### src/rtl/battleship_input_cond.sv
// battleship_input_cond
//   Conditions the raw board buttons and coordinate switches for the game FSM.
//   Every raw bit gets a two-flop synchronizer and an independent debounce
//   counter. Buttons come out as one-cycle press pulses. Switches come out as
//   stable debounced levels.
//
//   Ports
//     clk        game clock
//     rst        synchronous reset, active-high
//     start_raw  raw start button (async)
//     pA_raw     raw player-A button (async)
//     pB_raw     raw player-B button (async)
//     X_raw[1:0] raw column switches (async)
//     Y_raw[1:0] raw row switches (async)
//     start      one-cycle pulse per debounced start press
//     pAb        one-cycle pulse per debounced A press
//     pBb        one-cycle pulse per debounced B press
//     X[1:0]     debounced column
//     Y[1:0]     debounced row

// One conditioning lane: synchronizer, debounce counter, optional press pulse.
//   clk, rst  clock and synchronous active-high reset
//   raw       asynchronous raw input bit
//   out       pulse on a 0->1 debounced flip (EDGE=1) or debounced level (EDGE=0)
module bic_chan #(
  parameter int N    = 4,     // consecutive mismatch cycles before db flips
  parameter bit INV  = 1'b0,  // invert after the synchronizer (active-low input)
  parameter bit EDGE = 1'b0   // 1: output press pulse, 0: output level
) (
  input  logic clk,
  input  logic rst,
  input  logic raw,
  output logic out
);
  localparam logic [7:0] LAST = 8'(N - 1);

  logic       s1_q, s1_d;
  logic       s2_q, s2_d;
  logic       db_q, db_d;
  logic       pulse_q, pulse_d;
  logic [7:0] cnt_q, cnt_d;
  logic       samp;

  always_comb begin
    s1_d = raw;
    s2_d = s1_q;
    // Inversion sits after the synchronizer so db always means "pressed".
    samp = s2_q ^ INV;
    db_d  = db_q;
    cnt_d = cnt_q;
    if (samp == db_q) begin
      cnt_d = '0;
    end else if (cnt_q == LAST) begin
      db_d  = samp;
      cnt_d = '0;
    end else begin
      cnt_d = cnt_q + 8'd1;
    end
    // Registered on the same edge db flips 0->1; release gives nothing.
    pulse_d = EDGE & db_d & ~db_q;
  end

  always_ff @(posedge clk) begin
    if (rst) begin
      s1_q    <= 1'b0;
      s2_q    <= 1'b0;
      db_q    <= 1'b0;
      cnt_q   <= '0;
      pulse_q <= 1'b0;
    end else begin
      s1_q    <= s1_d;
      s2_q    <= s2_d;
      db_q    <= db_d;
      cnt_q   <= cnt_d;
      pulse_q <= pulse_d;
    end
  end

  assign out = EDGE ? pulse_q : db_q;
endmodule

module battleship_input_cond #(
  parameter int BTN_DEBOUNCE   = 4,
  parameter int SW_DEBOUNCE    = 4,
  parameter int BTN_ACTIVE_LOW = 0
) (
  input  logic       clk,
  input  logic       rst,
  input  logic       start_raw,
  input  logic       pA_raw,
  input  logic       pB_raw,
  input  logic [1:0] X_raw,
  input  logic [1:0] Y_raw,
  output logic       start,
  output logic       pAb,
  output logic       pBb,
  output logic [1:0] X,
  output logic [1:0] Y
);
  localparam int NUM_BTN = 3;
  localparam int NUM_CH  = 7;

  // Lanes 0..2 are buttons (start, A, B), lanes 3..6 are X[1:0], Y[1:0].
  logic [NUM_CH-1:0] raw_vec;
  logic [NUM_CH-1:0] out_vec;

  assign raw_vec = {Y_raw, X_raw, pB_raw, pA_raw, start_raw};

  for (genvar i = 0; i < NUM_CH; i++) begin : g_ch
    if (i < NUM_BTN) begin : g_btn
      bic_chan #(
        .N   (BTN_DEBOUNCE),
        .INV (BTN_ACTIVE_LOW != 0),
        .EDGE(1'b1)
      ) u_chan (
        .clk(clk),
        .rst(rst),
        .raw(raw_vec[i]),
        .out(out_vec[i])
      );
    end else begin : g_sw
      bic_chan #(
        .N   (SW_DEBOUNCE),
        .INV (1'b0),
        .EDGE(1'b0)
      ) u_chan (
        .clk(clk),
        .rst(rst),
        .raw(raw_vec[i]),
        .out(out_vec[i])
      );
    end
  end

  assign start = out_vec[0];
  assign pAb   = out_vec[1];
  assign pBb   = out_vec[2];
  assign X     = out_vec[4:3];
  assign Y     = out_vec[6:5];
endmodule

### config.mk
export PLATFORM = sky130hd
export DESIGN_NAME = battleship_input_cond
export DESIGN_NICKNAME = d
export VERILOG_FILES = /design/src/rtl/battleship_input_cond.sv
export SDC_FILE = /design/constraint.sdc
export NUM_CORES = 1
export LEC_CHECK = 0
export CAP_MARGIN = 20
export CORE_MARGIN = 2
export CORE_UTILIZATION = 44
export DETAILED_ROUTE_END_ITERATION = 16
export GPL_ROUTABILITY_DRIVEN = 0
export HOLD_SLACK_MARGIN = 0.02
export PLACE_DENSITY_LB_ADDON = 0.08
export SYNTH_ARGS = -nofsm -noshare
export SYNTH_HDL_FRONTEND = slang
export SYNTH_SLANG_ARGS = --single-unit
### constraint.sdc
create_clock -name clk -period 1.6 [get_ports clk]
set_input_delay 0.24 -clock clk [delete_from_list [all_inputs] [get_ports clk]]
set_output_delay 0.24 -clock clk [all_outputs]
set_load 0.01 [all_outputs]
# Yosys cells after proc, flatten, opt, wreduce, memory -nomap -nowiden
# Index checks and enable logic that the tools add are counted.
[classes] n_mux=6 order_cmp=0 n_addsub=7 mul=0 div_mod_pow=0 reduce_logical=11 bitwise_logic=10 n_shift=0 eq_ne=14
[ops] op="$add 8x1->8 const B" n=7
[ops] op="$eq 8x2->1 const B" n=7
[ops] op="$reduce_or 3->1" n=7
[ops] op="$reduce_and 2->1" n=4
[ops] op="$eq 1x1->1" n=7
[ops] op="$not 1->1" n=7
[ops] op="$mux 1" n=6
[ops] op="$and 1x1->1" n=3
[totals] memories=0 ram_bits=0 output_inout_bits=7 latchBits=0 wordCells=79 regBits=80 romBits=0 in_bits=9

# Longest topological paths before layout
# Gate-level depths: netlist of the first run.
[depth] word_depth=4 mapped_depth=5 ltp_nobuf=4

# Cells and area by module
# Synthesis of the first run repeated with hierarchy kept, for this count alone.
[hier_totals] hier_cells=340 area_unflattened_um2=3150.5
[modules_own_cells] mod="bic_chan (g_ch[3].g_sw.u_chan ...)" area_each_um2=440.4 cells_each=49 n_inst=4 seq_area_each_um2=220.2
[modules_own_cells] mod="bic_chan (g_ch[0].g_btn.u_chan ...)" area_each_um2=462.9 cells_each=48 n_inst=3 seq_area_each_um2=240.2

# Worst setup path before layout of the first run
# No wires, ideal clock.
[synth_path] path_type="register -> register" from="register g_ch[6].g_sw.u_chan.cnt_q[0]" to="register g_ch[6].g_sw.u_chan.cnt_q[2]" setup_time_ns=0.131 path_slack_ns=-0.002 arrival_ns=1.470 required_ns=1.469 period_less_slack_ns=1.602 stages_incl_launch_ff=5 path_cell_list="dfxtp_1 > ha_1 > or4b_4 > o211ai_1 > nor2_1"
[synth_via] elab_chain_cells=2 elab_cells_between_ends=3
[synth_rtl] item="start, declared" line_no="41" rtl="logic [7:0] cnt_q, cnt_d;"
[synth_rtl] item="start signal, assigned" line_no="74" rtl="cnt_q <= cnt_d;"
[synth_rtl] item="parallel branches: the longest is 2 deep, another holds $add 8x1->8"
# Several ways; the timed one is not identified.
# A chain may end at the register's enable or synchronous reset.

# Worst setup path in the final report of the first run
[layout_path] from="register g_ch[4].g_sw.u_chan.db_q" to="output port X[1]"
[layout_rtl] item="start, declared" line_no="39" rtl="logic db_q, db_d;"
[layout_rtl] item="start signal, assigned" line_no="67" rtl="db_q <= 1'b0;"
[layout_rtl] item="start signal, assigned" line_no="73" rtl="db_q <= db_d;"
[layout_rtl] item="end, declared" line_no="97" rtl="output logic [1:0] X,"
# No word-level cell between the ends.

==> results.md, run 1 <==
* Synth area leader: dfxtp_1
* # fillers at 679
* Minimum clock period at 1520 ps
* Synth top cells by count: dfxtp_1, nor2_1, a21oi_1, nand3_1, or3_1
* Placed instance area at 0.00371 mm^2
* Setup ws final at 80.4 ps
* Clk_skew at 9.18 ps
* Crit start category: register
* Critical Path AT at 1280 ps
* Area grow syn2layout at 23.4%
* Type of the worst setup path: register to output port
* Compound-gate portion of the synthesized area at 11.0%
* CTS tree: built
* Synth Warn # at 0
* Most frequent cell after synthesis: dfxtp_1
* Max incr delay on CP at 560 ps
* Number of enable flip-flop cells after synthesis at 0
* Vias at ~2500
* RSZ-0062 raised after global routing: no
* Slew @ Worst Pin at 396 ps
* Final net count at 422
* Synth top area share at 50.1%
* Critical path fanouts, max at 3
* DRT iter0 DRCs at 56
* Die W at 89.2 um
* Delay-heaviest family, CP: buffers and inverters
* Clk Latency, worst-skew pair at 340 ps
* Hold path depth at 1
* Global-route wire length before repair at 9490 um
* CP Buf/Inv Count at 1
* Total Wirelength at 5530 um
* # H-tree levels at 3
* Hold_sp: g_ch[1].g_btn.u_chan.s1_q
* CP Capture Type: output port
* Post-DP HPWL at 4000 um
* Antenna-violating nets left at 0
* Post-synthesis adder-cell area fraction at 2.74%
* Global-route track usage on met1 at 21.3%
* Crit-path cells: clkdlybuf4s50_1
* Relative slew slack at 73.3%
* Xor/xnor share of the synthesized area at between 7 and 8%
* Total negative setup slack at 0 ps
* Syn Area/Cell at 9.08 um^2
* Fin crit share at a little over nine tenths
* Post-Synth Simple-Gate Area at 24.9%
* GRT Util Overall at 15.2%
* Via density at 4.87
* Post-Layout Inst Area at 0.00394 mm^2
* Lkg Pwr at 1.41 nW
* Worst Setup SP: g_ch[4].g_sw.u_chan.out
* Core ar. at ~0.007 mm^2
* Post-Syn Instances at 352
* Die H at 89.2 um
* #FFs+latches synth at 80
* Pre-antenna DRT Iters at 6
* M3 GR Usage at 3.51%
* Clock root buffer: clkbuf_8
* Worst-path clk slew at 80 ps
* Endpoints failing hold at 0
* # setup viols final at 0
* Io pins at 16
* FMAX at roughly 660 MHz
* Mapped Area at 0.00320 mm^2
* Clock sink count at 80
* Register-to-Register Path Depth at 4
* Antenna violations before repair at 0
* Most area-consuming cells after synthesis: dfxtp_1, or3_1, xor2_1
* Most common flop cell mapped by yosys: dfxtp_1
* DIE AREA at 0.00796 mm^2
* Final Max Slew Viols at 0
* GRT busiest layer: met2
* Sequential area share after synthesis at 50.1%
* Status: finished clean
* Inst Count DP at 494
* Reg-to-reg startpoint: g_ch[6].g_sw.u_chan.cnt_q[1]
* Met2 Track Usage GR at 22.3%
* Gr ovfl total at 0
* DRC at 0
* Post-synthesis mux area share at 0%
* Largest family of logic cells by synthesized area: simple AND/OR/NAND/NOR gates
* Clock Path Buffers at 2
* Asr flop ratio synth at 0%
* Worst vdd ir at roughly 0.00048 V
* Setup WS pre-CTS at -4.60 ps
* Share of layout cells above drive strength 1 at 15.6%
* TritonCTS buffer count at 9
* Syn nets at 368
* Post-CTS setup buffers at 0
* CP max-delay cell: clkdlybuf4s50_1
* Final Power at 0.00369 W
* Worst Hold Class: register to register
* Vias in the first global route at 2194
* Initial Utilization at around 45%
* Hold-fix buffers, CTS at 0
* Site Rows at 31
* Netlist cell types at 31
* Levels on crit path at 1
* Layout Cells excl Fill at just over 500
* Antenna Cells at 0
* MaxCap Viol Count at 0
* Mean routed wirelength per cell at 10.8 um
* Port Buffers at 15
* Largest net degree at the start of global routing at 14
* Power Density at 937 mW/mm^2
* CP required at 1360 ps
-- placed cells by master, fill, tap and decap left out, types with 3 or more instances in the layout --
cell | Yosys | final
a21oi_1 | 28 | 28
buf_4 | 4 | 36
clkbuf_8 | 0 | 9
clkdlybuf4s50_1 | 0 | 15
clkinv_2 | 0 | 3
dfxtp_1 | 80 | 78
ha_1 | 7 | 6
inv_1 | 17 | 17
nand2_1 | 16 | 16
nand3_1 | 28 | 28
nand4_1 | 7 | 7
nor2_1 | 38 | 38
nor2b_1 | 14 | 14
nor4b_1 | 3 | 3
o211ai_1 | 4 | 4
o21ai_0 | 26 | 25
or3_1 | 28 | 28
or4b_4 | 1 | 3
xnor2_1 | 8 | 8
xor2_1 | 20 | 20
-- kinds of logic (layout without fill, tap and decap cells) --
family / Yosys count / count (layout)
buffers and inverters: 26 / 85
adder cells (fa/ha/maj): 7 / 7
flip-flops: 80 / 80
XOR/XNOR: 28 / 28
AND/OR/NAND/NOR: 148 / 148
AO/OA/AOI/OAI: 63 / 63
-- registers in the layout, indices dropped and copies added, names as in the netlist --
signal / cells
g_ch.g_sw.u_chan.out: 4
g_ch.g_btn.u_chan.s2_q: 3
g_ch.g_btn.u_chan.out: 3
g_ch.g_sw.u_chan.s2_q: 4
g_ch.g_sw.u_chan.s1_q: 4
g_ch.g_btn.u_chan.cnt_q: 24
g_ch.g_btn.u_chan.db_q: 3
g_ch.g_sw.u_chan.cnt_q: 32
g_ch.g_btn.u_chan.s1_q: 3
-- cell type report --
class                      instances  area (um^2)  area share (%)
sequential                        80         1600            40.7
multi-input combinational        246         1500            38.0
timing repair buffer              52          440            11.2
clock buffer                      10          128            3.24
tap                               99          124            3.14
clock inverter                     6         83.8            2.13
inverter                          17         63.8            1.62
-- where the power goes --
group	leakage, nW	total (W)	internal, W	switching [W]
clock network	0.110	0.00156	0.000874	0.000691
registers	0.649	0.00202	0.00201	0.00000952
logic	0.648	0.000108	0.0000589	0.0000492
-- worst register-to-register path: cells and delay by family (launching register included) --
| family | cells | cell delay [ps] |
|---|---|---|
| adders and majority gates | 1 | 170 |
| and+or+nand+nor | 2 | 820 |
| DFF | 1 | 330 |
| AOI/OAI and AO/OA | 1 | 120 |
-- final timing paths --
path                               end  slack (ps)
min          g_ch[1].g_btn.u_chan.s2_q         440
max                               X[1]          80
min reg2reg  g_ch[1].g_btn.u_chan.s2_q         440
max reg2reg    g_ch[6].g_sw.u_chan.out          90
-- per-stage QoR --
stage / hold WS (ps) / util [%]
after floorplan: 368 / -
after global placement: 416 / 52.0
after detailed placement: 420 / 52.0
after CTS: 440 / 55.1
after global routing: 461 / 55.3
final: 438 / 55.3
-- routing by layer --
metal,up-vias,part of all wire (%)
met5,-,0
met4,0,1.2
met3,6,3.1
met2,24,43
met1,1119,53
li1,1337,-
-- timing repair --
item | in CTS | in global routing
cloned | 0 | 0
endpoints found under the setup margin | 3 | 8
pin swaps | 1 | 1
resized for setup | 1 | 6
(Power assumes the default switching activity.)
==> run 2: changes to the inputs <==
- CTS_CLUSTER_DIAMETER: default -> 200
==> results of run 2 <==
No change in the layout: final DEF, timing and power equal those of run 1.
==> run 3: changes to the inputs <==
- RECOVER_POWER: default -> 50
- SYNTH_HIERARCHICAL: default -> 1
==> run 3 against run 2 <==
Against the previous run: maximum frequency grew 0.74%; non-clock buffer count shrank 12; critical path type is now register to register; total power decreased by 4.0%; register-to-register slack hardly changed; via count shrank 2.3%; critical endpoint is now g_ch[5].g_sw.u_chan/cnt_q[3]; area after synthesis shrank 1.4%; setup slack better by 11 ps; sequential cell count did not move.
==> results.md, run 3 <==
* Worst-path clk slew at 70 ps (about the same)
* Sequential area share after synthesis at 50.8% (+0.74 points)
* Clock root buffer: clkbuf_8
* Core ar. at 0.00687 mm^2 (-3.8%)
* Type of the worst setup path: register to register
* Port Buffers at 15 (unchanged)
* CP Capture Type: register
* Number of enable flip-flop cells after synthesis at 0 (unchanged)
* Final net count at 407 (-3.6%)
* Vias in the first global route at 2175 (-0.87%)
* # H-tree levels at 3 (unchanged)
* Synth top cells by count: dfxtp_1, nor2_1, nand3_1
* Initial Utilization at 45.9% (+1.1 points)
* Site Rows at 30 (-3.2%)
* Post-Syn Instances at 340 (-3.4%)
* Slew @ Worst Pin at 417 ps (+20.9 ps)
* Area grow syn2layout at 20.8%
* Power Density at 931 mW/mm^2 (-0.55%)
* Clock sink count at 80 (unchanged)
* Most frequent cell after synthesis: dfxtp_1
* GRT Util Overall at 14.5% (-0.62 points)
* Antenna-violating nets left at 0 (unchanged)
* Relative slew slack at 71.8% (-1.4 points)
* Most area-consuming cells after synthesis: dfxtp_1, xor2_1, nand3_1
* Asr flop ratio synth at 0% (unchanged)
* Hold_sp: g_ch[2].g_btn.u_chan/s1_q
* Critical Path AT at 1740 ps (+460 ps)
* Placed instance area at 0.00362 mm^2 (-2.4%)
* Total Wirelength at 5280 um (-4.6%)
* #FFs+latches synth at 80 (unchanged)
* # setup viols final at 0 (unchanged)
* CTS tree: built
* Commonest non-fill, non-tap cell in the layout: dfxtp_1
* Clk_skew at 4.77 ps (-4.41 ps)
* Clock Path Buffers at 2 (unchanged)
* Fin crit share at 94.3% (-0.69 points)
* RSZ-0062 raised after global routing: no
* TritonCTS buffer count at 9 (unchanged)
* # fillers at 654 (-3.7%)
* Layout Cells excl Fill at 492 (-3.5%)
* WHS Endpoint: g_ch[2].g_btn.u_chan/s2_q
* Final Max Slew Viols at 0 (unchanged)
* DRC at 0 (unchanged)
* Gr ovfl total at 0 (unchanged)
* Synth top area share at 50.8% (+0.74 points)
* Worst Hold Class: register to register
* Antenna violations before repair at 0 (unchanged)
* Critical path fanouts, max at 6 (+3)
* Netlist cell types at 24 (-23%)
* Endpoints failing hold at 0 (unchanged)
* FMAX at 663 MHz (+0.74%)
* Synth area leader: dfxtp_1
* Post-CTS setup buffers at 0 (unchanged)
* Worst vdd ir at 0.000442 V (-8.6%)
* Crit start category: register
* Total negative setup slack at 0 ps (unchanged)
* Max reg flops at 32 (unchanged)
* Antenna Cells at 0 (unchanged)
* Via density at 4.94 (+1.3%)
* Syn Area/Cell at 9.27 um^2 (+2.0%)
* Clk Latency, worst-skew pair at 340 ps (about the same)
* Synth Warn # at 6 (+6)
* Register-to-Register Path Depth at 5 (+1)
* Share of layout cells above drive strength 1 at 14.4% (-1.2 points)
* Die W at 88.6 um (-0.69%)
* Vias at 2430 (-2.3%)
* Syn nets at 356 (-3.3%)
* FF-to-FF End: g_ch[5].g_sw.u_chan/cnt_q[3]
* Pre-antenna DRT Iters at 4 (-2)
* Highest-count cells in the layout ignoring fill and taps: dfxtp_1, nor2_1, nand3_1, a21oi_1, o21ai_0
* Post-DP HPWL at 3670 um (-8.2%)
* Status: finished clean
* Reg-to-reg startpoint: g_ch[5].g_sw.u_chan/cnt_q[0]
* Final Power at 0.00355 W (-4.0%)
* Most common flop cell mapped by yosys: dfxtp_1
* Largest net degree at the start of global routing at 28 (+14)
* Hold-fix buffers, CTS at 0 (unchanged)
* Mean routed wirelength per cell at 10.7 um (-1.1%)
* Hold path depth at 1 (unchanged)
* CP required at 1830 ps (+470 ps)
* Lkg Pwr at 1.32 nW (-6.1%)
* Minimum clock period at 1510 ps (-11.1 ps)
* Top reg by flops: g_ch.g_sw.u_chan/cnt_q
* Inst Count DP at 476 (-3.6%)
* Die H at 88.6 um (-0.69%)
* DRT iter0 DRCs at 108 (+93%)
* DIE AREA at 0.00785 mm^2 (-1.4%)
* Io pins at 16 (unchanged)
* Mapped Area at 0.00315 mm^2 (-1.4%)
* Biggest regs: g_ch.g_sw.u_chan/cnt_q (32), g_ch.g_btn.u_chan/cnt_q (24)
* Post-Layout Inst Area at 0.00381 mm^2 (-3.5%)
* FF-to-FF setup slack at 90 ps (about the same)
* MaxCap Viol Count at 0 (unchanged)
* Global-route wire length before repair at 8980 um (-5.4%)
-- run 3: cell types whose count changed in the layout (fill, tap and decap cells not counted), sizes merged, moves of 3 or more --
cell           change
a211o              +3
a21bo              +3
buf               -22
clkbuf            +14
clkdlybuf4s50      -4
dlygate4sd3        +4
nand3              +3
nand4              -3
o21ai              -4
or3                -6
or4                +4
or4b               -4
-- run 3: layout make-up --
type | instances | area (um^2) | area share (%)
inverters | 19 | 71.3 | 1.87
clock inverters | 2 | 10.0 | 0.263
multi-input cells | 241 | 1500 | 39.3
clock buffers | 14 | 193 | 5.06
well taps | 96 | 120 | 3.15
flip-flops and latches | 80 | 1600 | 42.1
repair buffers | 40 | 315 | 8.28
-- run 3: worst max-delay path, stage by stage, from the launching register on --
cell and delay [ps]:
dfxtp_1 340, ha_1 170, or3b_2 470, o211ai_1 170
clkbuf_2 200, nor2_1 60
-- run 3: kinds of logic (layout without fill, tap and decap cells) --
kind of cell / Yosys count / count (layout) / share of synthesized area [%]
buf+inv: 19 / 75 / 2.26
fa+ha+maj: 7 / 7 / 2.78
flops: 80 / 80 / 50.8
simple gates: 143 / 143 / 24.8
compound gates: 63 / 63 / 11.5
xor+xnor: 28 / 28 / 7.78
-- run 3: metal layers --
layer  vias up  routed length, um  GRT usage (%)
li1       1290                  -              -
met1      1093               2580           18.0
met2        38               2410           23.9
met3         9                173           2.80
met4         0                107           7.71
met5         -                  0              0
-- run 3: worst max path at each step --
stage / startpoint / to / cells after the start
floorplan: g_ch[3].g_sw.u_chan/cnt_q[0] / g_ch[3].g_sw.u_chan/cnt_q[2] / 4
global placement: g_ch[2].g_btn.u_chan/cnt_q[0] / g_ch[2].g_btn.u_chan/cnt_q[4] / 5
detailed placement: g_ch[3].g_sw.u_chan/cnt_q[0] / g_ch[3].g_sw.u_chan/out / 4
CTS: g_ch[5].g_sw.u_chan/out / Y[0] / 1
global route: g_ch[4].g_sw.u_chan/cnt_q[1] / g_ch[4].g_sw.u_chan/out / 4
finish: g_ch[5].g_sw.u_chan/cnt_q[0] / g_ch[5].g_sw.u_chan/cnt_q[3] / 5
-- run 3: through the flow --
stage	worst slack (ps)	hold WS (ps)	utilization, %
4_1_cts	59.2	433	55.7
2_1_floorplan	21.0	309	-
5_1_grt	8.32	445	55.4
3_3_place_gp	151	416	52.7
3_5_place_dp	124	420	52.7
6_report	91.5	437	55.4
-- run 3: power by group --
part	internal, W	leakage, nW	switching, W	total (W)
clock	0.000771	0.108	0.000661	0.00143
combinational	0.0000487	0.565	0.0000425	0.0000912
sequential	0.00201	0.648	0.0000112	0.00202
total	0.00283	1.32	0.000714	0.00355
-- run 3: timing repair --
action                                  in CTS  in global routing
gates resized for setup                      0                  4
hold endpoints to repair                     0                  0
endpoints found under the setup margin       0                  4
